[src/rtl/mmio_uart_io.sv]
// mmio_uart_io: memory-mapped UART with TX/RX FIFOs, programmable baud divisor, sticky errors, LED register.
// Registers at addr[3:2]: 0 DATA, 1 STATUS, 2 LED, 3 DIV; rdata is zero whenever sel is low.
module mmio_uart_io #(
  parameter logic [31:0] BASE_ADDR  = 32'h0000_1000,
  parameter int          CLK_DIV    = 434,
  parameter int          FIFO_DEPTH = 8,
  parameter int          LED_W      = 8
) (
  input  logic             clk,
  input  logic             reset,
  input  logic [31:0]      addr,
  input  logic [31:0]      wdata,
  input  logic             we,
  input  logic             re,
  output logic             sel,
  output logic [31:0]      rdata,
  input  logic             rx,
  output logic             tx,
  output logic [LED_W-1:0] led_out,
  output logic             irq
);
  localparam int AW = $clog2(FIFO_DEPTH);
  localparam int CW = AW + 1;
  localparam logic [1:0] S_IDLE = 2'd0, S_START = 2'd1, S_DATA = 2'd2, S_STOP = 2'd3;

  logic [1:0]       w_reg;
  logic             w_wr, w_rd, w_unused;
  logic [15:0]      r_div;
  logic [LED_W-1:0] r_led;
  logic             r_ovr, r_ferr;
  logic [7:0]       r_txq [FIFO_DEPTH];
  logic [7:0]       r_rxq [FIFO_DEPTH];
  logic [AW-1:0]    r_tx_wp, r_tx_rp, r_rx_wp, r_rx_rp;
  logic [CW-1:0]    r_tx_cnt, r_rx_cnt;
  logic [1:0]       r_tx_st, r_rx_st;
  logic [15:0]      r_tx_tmr, r_rx_tmr;
  logic [2:0]       r_tx_bit, r_rx_bit;
  logic [7:0]       r_tx_sh, r_rx_sh, w_rx_head;
  logic             r_tx, r_rx_s1, r_rx_s2, r_rx_s3;
  logic             w_tx_full, w_tx_ne, w_tx_tick, w_tx_pop, w_tx_push;
  logic             w_rx_full, w_rx_ne, w_rx_tick, w_rx_stop, w_rx_in, w_rx_pop, w_rx_push, w_rx_ovf, w_ferr;
  logic [31:0]      w_status;

  assign sel      = addr[31:4] == BASE_ADDR[31:4];
  assign w_reg    = addr[3:2];
  assign w_wr     = we & sel;
  assign w_rd     = re & sel;
  assign w_unused = ^{addr[1:0], wdata};

  assign w_tx_full = r_tx_cnt == CW'(FIFO_DEPTH);
  assign w_tx_ne   = r_tx_cnt != '0;
  assign w_tx_tick = r_tx_tmr == '0;
  // The FSM pops from IDLE or at the end of STOP, giving back-to-back frames.
  assign w_tx_pop  = w_tx_ne & ((r_tx_st == S_IDLE) | ((r_tx_st == S_STOP) & w_tx_tick));
  assign w_tx_push = w_wr & (w_reg == 2'd0) & (!w_tx_full | w_tx_pop);

  assign w_rx_full = r_rx_cnt == CW'(FIFO_DEPTH);
  assign w_rx_ne   = r_rx_cnt != '0;
  assign w_rx_tick = r_rx_tmr == '0;
  assign w_rx_stop = (r_rx_st == S_STOP) & w_rx_tick;
  assign w_rx_in   = w_rx_stop & r_rx_s2;
  assign w_ferr    = w_rx_stop & !r_rx_s2;
  assign w_rx_pop  = w_rd & (w_reg == 2'd0) & w_rx_ne;
  assign w_rx_push = w_rx_in & (!w_rx_full | w_rx_pop);
  assign w_rx_ovf  = w_rx_in & w_rx_full & !w_rx_pop;

  always_ff @(posedge clk)
    if (!reset) begin
      r_div  <= 16'(CLK_DIV);
      r_led  <= '0;
      r_ovr  <= 1'b0;
      r_ferr <= 1'b0;
    end else begin
      if (w_wr & (w_reg == 2'd3)) r_div <= (wdata[15:0] < 16'd4) ? 16'd4 : wdata[15:0];
      if (w_wr & (w_reg == 2'd2)) r_led <= wdata[LED_W-1:0];
      r_ovr  <= w_rx_ovf | (r_ovr & !(w_wr & (w_reg == 2'd1) & wdata[4]));
      r_ferr <= w_ferr | (r_ferr & !(w_wr & (w_reg == 2'd1) & wdata[6]));
    end

  always_ff @(posedge clk) begin
    if (w_tx_push) r_txq[r_tx_wp] <= wdata[7:0];
    if (w_rx_push) r_rxq[r_rx_wp] <= r_rx_sh;
  end

  always_ff @(posedge clk)
    if (!reset) begin
      r_tx_wp  <= '0;
      r_tx_rp  <= '0;
      r_tx_cnt <= '0;
      r_rx_wp  <= '0;
      r_rx_rp  <= '0;
      r_rx_cnt <= '0;
    end else begin
      r_tx_wp  <= r_tx_wp + AW'(w_tx_push);
      r_tx_rp  <= r_tx_rp + AW'(w_tx_pop);
      r_tx_cnt <= r_tx_cnt + CW'(w_tx_push) - CW'(w_tx_pop);
      r_rx_wp  <= r_rx_wp + AW'(w_rx_push);
      r_rx_rp  <= r_rx_rp + AW'(w_rx_pop);
      r_rx_cnt <= r_rx_cnt + CW'(w_rx_push) - CW'(w_rx_pop);
    end

  always_ff @(posedge clk)
    if (!reset) begin
      r_tx_st  <= S_IDLE;
      r_tx     <= 1'b1;
      r_tx_tmr <= '0;
      r_tx_bit <= '0;
      r_tx_sh  <= '0;
    end else if (w_tx_pop) begin
      r_tx_st  <= S_START;
      r_tx     <= 1'b0;
      r_tx_sh  <= r_txq[r_tx_rp];
      r_tx_tmr <= r_div - 16'd1;
    end else if (r_tx_st != S_IDLE) begin
      r_tx_tmr <= w_tx_tick ? r_div - 16'd1 : r_tx_tmr - 16'd1;
      if (w_tx_tick)
        case (r_tx_st)
          S_START: begin
            r_tx_st  <= S_DATA;
            r_tx     <= r_tx_sh[0];
            r_tx_bit <= '0;
          end
          S_DATA:
            if (r_tx_bit == 3'd7) begin
              r_tx_st <= S_STOP;
              r_tx    <= 1'b1;
            end else begin
              r_tx_sh  <= r_tx_sh >> 1;
              r_tx     <= r_tx_sh[1];
              r_tx_bit <= r_tx_bit + 3'd1;
            end
          default: begin
            r_tx_st <= S_IDLE;
            r_tx    <= 1'b1;
          end
        endcase
    end

  // r_rx_s3 is only the previous synchronised sample, used for falling-edge detection.
  always_ff @(posedge clk)
    if (!reset) begin
      r_rx_s1  <= 1'b1;
      r_rx_s2  <= 1'b1;
      r_rx_s3  <= 1'b1;
      r_rx_st  <= S_IDLE;
      r_rx_tmr <= '0;
      r_rx_bit <= '0;
      r_rx_sh  <= '0;
    end else begin
      r_rx_s1 <= rx;
      r_rx_s2 <= r_rx_s1;
      r_rx_s3 <= r_rx_s2;
      if (r_rx_st == S_IDLE) begin
        if (r_rx_s3 & !r_rx_s2) begin
          r_rx_st  <= S_START;
          r_rx_tmr <= (r_div >> 1) - 16'd1;
        end
      end else if (!w_rx_tick) r_rx_tmr <= r_rx_tmr - 16'd1;
      else begin
        r_rx_tmr <= r_div - 16'd1;
        case (r_rx_st)
          S_START: begin
            r_rx_st  <= r_rx_s2 ? S_IDLE : S_DATA;
            r_rx_bit <= '0;
          end
          S_DATA: begin
            r_rx_sh  <= {r_rx_s2, r_rx_sh[7:1]};
            r_rx_bit <= r_rx_bit + 3'd1;
            if (r_rx_bit == 3'd7) r_rx_st <= S_STOP;
          end
          default: r_rx_st <= S_IDLE;
        endcase
      end
    end

  assign w_rx_head = w_rx_ne ? r_rxq[r_rx_rp] : 8'h00;
  assign w_status  = {8'h00, 8'(r_rx_cnt), 9'h000, r_ferr, r_tx_st != S_IDLE, r_ovr,
                      w_rx_full, w_rx_ne, !w_tx_ne, w_tx_full};
  assign rdata     = !sel            ? 32'h0 :
                     (w_reg == 2'd0) ? {24'h0, w_rx_head} :
                     (w_reg == 2'd1) ? w_status :
                     (w_reg == 2'd2) ? 32'(r_led) : {16'h0, r_div};
  assign tx        = r_tx;
  assign led_out   = r_led;
  assign irq       = w_rx_ne;
endmodule
[config.mk]
export PLATFORM = sky130hd
export DESIGN_NAME = mmio_uart_io
export DESIGN_NICKNAME = d
export VERILOG_FILES = /design/src/rtl/mmio_uart_io.sv
export SDC_FILE = /design/constraint.sdc
export NUM_CORES = 1
export LEC_CHECK = 0
export ABC_CLOCK_PERIOD_IN_PS = 8700
export CAP_MARGIN = 5
export CORE_MARGIN = 4
export CORE_UTILIZATION = 40
export DETAILED_ROUTE_END_ITERATION = 6
export PLACE_DENSITY = 0.6
export SYNTH_ARGS = -nofsm -noshare
export SYNTH_HDL_FRONTEND = slang
export SYNTH_SLANG_ARGS = --single-unit
[constraint.sdc]
create_clock -name clk -period 8.7 [get_ports clk]
set_input_delay 1.74 -clock clk [delete_from_list [all_inputs] [get_ports clk]]
set_output_delay 1.74 -clock clk [all_outputs]
set_load 0.01 [all_outputs]
==> results of run 1 <==
## worst max-delay path, stage by stage
cell	delay, ns
clkdlybuf4s50_1	0.95
nor2_1	0.63
a221oi_1	0.16
a211oi_1	0.46
clkdlybuf4s50_1	0.64
## power by group
part,switching (mW),internal (mW),leakage [nW]
Clock,0.441,0.638,0.401
Sequential,0.0771,1.23,2.05
Combinational,0.429,0.311,2.27
## cells in the mapped netlist (all sizes together) (2+ instances only)
cell type,count
mux2,9
and4,4
nor2b,4
o22ai,3
o221ai,4
xor2,17
a22oi,6
a31oi,9
nand3,23
edfxtp,128
clkbuf,34
nor2,106
and3,13
ha,37
o311ai,3
nor3b,10
nor3,29
nor4,24
and2,24
nand2,80
a41o,3
a221oi,11
o2bb2ai,3
nor4b,6
buf,29
a211oi,16
nand2b,12
a21o,6
o21ai,29
fa,2
a31o,3
mux2i,40
a211o,2
inv,37
mux4,32
dfxtp,108
or3,4
a21oi,38
o211ai,6
o21a,2
nand4,12
xnor2,21
a2111oi,2
or4,2
a221o,7
## final timing paths
path	start	end	slack, ns	depth (start not counted)
max	addr[2]	rdata[4]	2.36	5
min	r_rx_s1$_SDFF_PN1_	r_rx_s2$_SDFF_PN1_	0.42	1
max reg2reg	r_tx_cnt[2]$_SDFF_PN0_	r_tx_cnt[3]$_SDFF_PN0_	4.86	13
min reg2reg	r_rx_s1$_SDFF_PN1_	r_rx_s2$_SDFF_PN1_	0.42	1
## state kept, by name, indices dropped and copies added, names as in the netlist, 4 cells and up
register	count
r_tx_sh	8
r_tx_tmr	16
r_tx_cnt	4
r_txq	64
led_out	8
r_rx_tmr	16
r_rx_cnt	4
r_rxq	64
r_div	16
r_rx_sh	8
## layout by cell type, fill, tap and decap left out, types with 6 or more instances in the layout
cell type / count
nand2_1: 79
dfxtp_1: 108
mux2i_1: 40
nand3_1: 23
xor2_1: 17
a21o_1: 6
nor2_1: 106
o21ai_0: 29
a211oi_1: 16
and2_1: 24
and3_1: 13
nand4_1: 12
conb_1: 12
buf_4: 9
o211ai_1: 6
a221o_1: 7
mux2_2: 9
edfxtp_1: 128
nand2b_1: 12
nor4_1: 19
a31oi_1: 8
a21oi_1: 38
clkbuf_1: 9
mux4_2: 32
a221oi_1: 11
a22oi_1: 6
ha_1: 37
nor3b_1: 6
clkdlybuf4s50_1: 81
nor3_1: 26
clkbuf_16: 27
xnor2_1: 21
inv_1: 35
## per-stage QoR
| stage | power (mW) | worst slack (ns) |
|---|---|---|
| 6_report | 3.13 | 2.36 |
| 5_1_grt | 3.30 | 2.17 |
| 4_1_cts | 3.15 | 2.42 |
| 3_5_place_dp | 2.07 | 2.43 |
| 3_3_place_gp | 2.06 | 2.47 |
| 2_1_floorplan | 1.88 | 3.84 |
## kinds of logic (layout without fill, tap and decap cells)
family                   Yosys count  in the layout  synth area share
AO/OA/AOI/OAI                    161            161            0.0976
XOR/XNOR                          38             38            0.0291
adder cells (fa/ha/maj)           39             39            0.0440
buffers and inverters            100            176            0.0384
flip-flops                       236            236             0.525
multiplexers                      81             81             0.107
other                              1             12          0.000328
AND/OR/NAND/NOR                  354            354             0.159
## final cells by class
class	count	area [um^2]	share of cell area
sequential	236	6010	0.448
inverter	37	139	0.0104
timing repair buffer	90	878	0.0656
clock buffer	37	723	0.0540
clock inverter	12	114	0.00850
multi-input combinational	685	5060	0.378
tap	378	473	0.0353
## per-layer routing
| metal | global-route usage | up-vias | routed length [um] |
|---|---|---|---|
| met3 | 0.0291 | 32 | 1610 |
| li1 | - | 3877 | - |
| met5 | 0 | - | 0 |
| met1 | 0.249 | 3931 | 12700 |
| met2 | 0.286 | 209 | 12800 |
| met4 | 0.0368 | 0 | 423 |
==> run summary, run 1 <==
Status: completed
Kind of start point of the critical path: input port
Via count: 8049
Site Rows: 61
CTS Buf Count: 27
CP Max Fanout: 22
Total of max-cap violations: 0
Routed WL: 27600 um
Placed instance area: 0.0126 mm^2
GP Congestion: 0.826
Ranking of synthesized cells by area: edfxtp_1, dfxtp_1, mux4_2
Syn Std Cell Area: 0.0114 mm^2
# setup viols final: 0
Cells after synthesis: 1010
Post-synthesis average cell area: 11.3 um^2
#FFs+latches synth: 236
Fin Clk Skew: 0.0178 ns
Setup TNS: 0 ns
Min Tclk post-route: 6.34 ns
Area growth, synth to finish: 17.1%
Nets: 1185
Class of the most critical setup path: in -> out
Cts hold-fix bufs: 0
Initial DRC Count: 744
Clock Tree Buf Depth: 3
CP arrival: 4.60 ns
Worst Max-Slew Pin Slew: 1.21 ns
Setup Fix Bufs, Post-CTS: 0
Synth top area share: 0.336
DRC viols: 0
Total congestion overflow: 0
Leakage Power: 4.72 nW
Cell variety after synth: 66
Asr flop ratio synth: 0
Yosys warnings: 0
DP Wirelength: 19000 um
Height of the die: 177 um
DR WL/cell: 18.7 um
Register area share after synthesis: 0.525
Period Utilization, post-route: 0.728
DR pass1 iterations: 5
I/O Buffers: 81
Final Hold Fails: 0
First-pass GRT wire length: 43800 um
Die W: 177 um
Required time worst endpoint: 6.96 ns
Vias in the first global route: 7962
I/O Pins: 112
F_max: 158 MHz
Worst VDD drop: 143 uV
Slew Viols, Final: 0
Slew HR: 0.190
# fillers: 2558
Unrepaired setup endpoints after global routing: no
Area leader, netlist: edfxtp_1
PostCTS Resize Cnt: 0
GRT Util Overall: 0.175
Via density: 5.46
Layout cells sized above 1: 0.0994
N_diodes: 0
Initial antenna violation count: 2
H-tree depth: 1
Inst Count DP: 1426
Top_reg_cell synth: edfxtp_1
Largest net degree at the start of global routing: 66
Worst-path clk slew: 0.06 ns
Initial Util: 0.408
Number of synthesized flops with an enable pin: 128
CTS sink cnt: 236
Final ANT Viol Nets: 0
Core Region: 0.0280 mm^2
Latest clock arrival within the worst-skew pair: 0.53 ns
Root Buffer: clkbuf_16
Die area: 0.0314 mm^2
Hold Path Class: reg -> reg
Design area: 0.0134 mm^2
Fin cells: 1475
Cell area power density: 234 mW/mm^2
CTS tree: done
Fin Hold WS: 0.421 ns
Core Util, Final: 0.478
Crit. End Element: primary output
No activity file was read; power rests on OpenSTA's default activity.
==> run 2, diff against run 1 <==
--- a/config.mk
+++ b/config.mk
@@ -5,7 +5,7 @@
 export SDC_FILE = /design/constraint.sdc
 export NUM_CORES = 1
 export LEC_CHECK = 0
-export ABC_CLOCK_PERIOD_IN_PS = 8700
+export ABC_CLOCK_PERIOD_IN_PS = 6400
 export CAP_MARGIN = 5
 export CORE_MARGIN = 4
 export CORE_UTILIZATION = 40
==> constraint.sdc (replaced) <==
create_clock -name clk -period 6.4 [get_ports clk]
set_input_delay 1.28 -clock clk [delete_from_list [all_inputs] [get_ports clk]]
set_output_delay 1.28 -clock clk [all_outputs]
set_load 0.01 [all_outputs]
==> run summary, run 2 (synthesis results as in run 1) <==
Total congestion overflow: 0
Initial Util: 0.408
Worst Max-Slew Pin Slew: 1.01 ns
Critical path's largest stage delay: 0.53 ns
Min Tclk post-route: 5.26 ns
Layout cells sized above 1: 0.107
Initial DRC Count: 665
Worst path most repeated cell: clkdlybuf4s50_1
I/O Buffers: 81
Routed WL: 27800 um
Area growth, synth to finish: 17.3%
CP Max Fanout: 12
CP bufs+invs: 3
Latest clock arrival within the worst-skew pair: 0.53 ns
Core Region: 0.0280 mm^2
Crit. End Element: primary output
Worst r2r src: r_tx_st[0]$_SDFFE_PN0P_
F_max: 190 MHz
Via count: 7982
Slew Viols, Final: 0
CP arrival: 3.98 ns
R2R setup slack: 2.72 ns
Setup TNS: 0 ns
Height of the die: 177 um
I/O Pins: 112
Cell area power density: 318 mW/mm^2
Site Rows: 61
Final Hold Fails: 0
Design area: 0.0134 mm^2
Hold endpoint: r_rx_s2$_SDFF_PN1_
Status: completed
Inst Count DP: 1429
Most common cell after layout, fill and taps aside: edfxtp_1
GRT Util Overall: 0.176
Worst-path clk slew: 0.06 ns
Final ANT Viol Nets: 0
# setup viols final: 0
Clock Tree Buf Depth: 3
Vias in the first global route: 7921
Fin Clk Skew: 0.0198 ns
H-tree depth: 1
First-pass GRT wire length: 43900 um
Cts hold-fix bufs: 0
Largest net degree at the start of global routing: 41
# fillers: 2554
Period Utilization, post-route: 0.823
PostCTS Resize Cnt: 0
Worst VDD drop: 176 uV
Root Buffer: clkbuf_16
Total of max-cap violations: 0
Kind of start point of the critical path: input port
CTS Buf Count: 26
N_diodes: 0
Top flop regs: r_rxq: 64 flops, r_txq: 64 flops
Via density: 5.40
Slew HR: 0.325
Die area: 0.0314 mm^2
DP Wirelength: 19300 um
Nets: 1187
Class of the most critical setup path: in -> out
Worst reg2reg path depth: 13
CP delay by family, top: simple AND/OR/NAND/NOR gates
DR WL/cell: 18.9 um
Required time worst endpoint: 5.12 ns
Leakage Power: 4.73 nW
Commonest cells after routing, fill and taps aside: edfxtp_1, dfxtp_1, nor2_1, clkdlybuf4s50_1, nand2_1
Hold path cells: 1
Unrepaired setup endpoints after global routing: no
Die W: 177 um
Cells along the critical path: clkdlybuf4s50_1 > nor4b_1 > and4_1 > nand2_1 > inv_1 > and3_1 > and2_1 > clkdlybuf4s50_1
Placed instance area: 0.0126 mm^2
DR pass1 iterations: 5
CTS tree: done
Fin cells: 1477
Worst path slowest cell: clkdlybuf4s50_1
CTS sink cnt: 236
GP Congestion: 0.811
DRC viols: 0
Hold path start: r_rx_s1$_SDFF_PN1_
Capture point of the worst reg-to-reg path: r_tx_cnt[2]$_SDFF_PN0_
Hold Path Class: reg -> reg
Setup Fix Bufs, Post-CTS: 0
Initial antenna violation count: 1
## run 2: changes by cell type in the layout (fill, tap and decap cells not counted)
cell	change
clkbuf_1	-6
clkbuf_8	+1
clkinvlp_4	+4
inv_6	+1
clkinv_4	+1
bufinv_16	-1
buf_4	+3
clkinv_1	-1
## run 2: area by class of cell
cell class,count,area (um^2),share of cell area
clock inverters,16,128,0.00951
well taps,378,473,0.0352
flip-flops and latches,236,6010,0.448
repair buffers,93,901,0.0671
inverters,37,139,0.0103
multi-input cells,685,5060,0.377
clock buffers,32,714,0.0532
## run 2: layer usage
| layer | vias to the layer above | track usage | share of wire |
|---|---|---|---|
| li1 | 3888 | - | - |
| met1 | 3851 | 0.249 | 0.46 |
| met2 | 209 | 0.290 | 0.46 |
| met3 | 32 | 0.0282 | 0.059 |
| met4 | 2 | 0.0374 | 0.015 |
| met5 | - | 0 | 0.00047 |
## run 2: power breakdown
| group | switching [mW] | internal, mW | leakage [nW] |
|---|---|---|---|
| Clock | 0.625 | 0.839 | 0.395 |
| Sequential | 0.106 | 1.68 | 2.05 |
| Combinational | 0.588 | 0.428 | 2.29 |
## run 2: how the worst max path moves through the flow
| stage | from | to | cells past startpoint |
|---|---|---|---|
| after floorplan | addr[13] | rdata[10] | 7 |
| after global placement | addr[15] | rdata[15] | 8 |
| after detailed placement | addr[15] | rdata[10] | 8 |
| after CTS | addr[15] | rdata[10] | 8 |
| after global routing | addr[14] | rdata[10] | 8 |
| final | addr[15] | rdata[10] | 8 |
## run 2: stage by stage
step | setup slack [ns] | power, mW | util | hold slack, ns
final | 1.14 | 4.26 | 0.479 | 0.424
after global placement | 1.13 | 2.81 | 0.449 | 0.417
after detailed placement | 1.08 | 2.82 | 0.449 | 0.416
after floorplan | 2.46 | 2.55 | - | 0.386
after global routing | 0.916 | 4.50 | 0.479 | 0.450
after CTS | 1.09 | 4.29 | 0.479 | 0.433
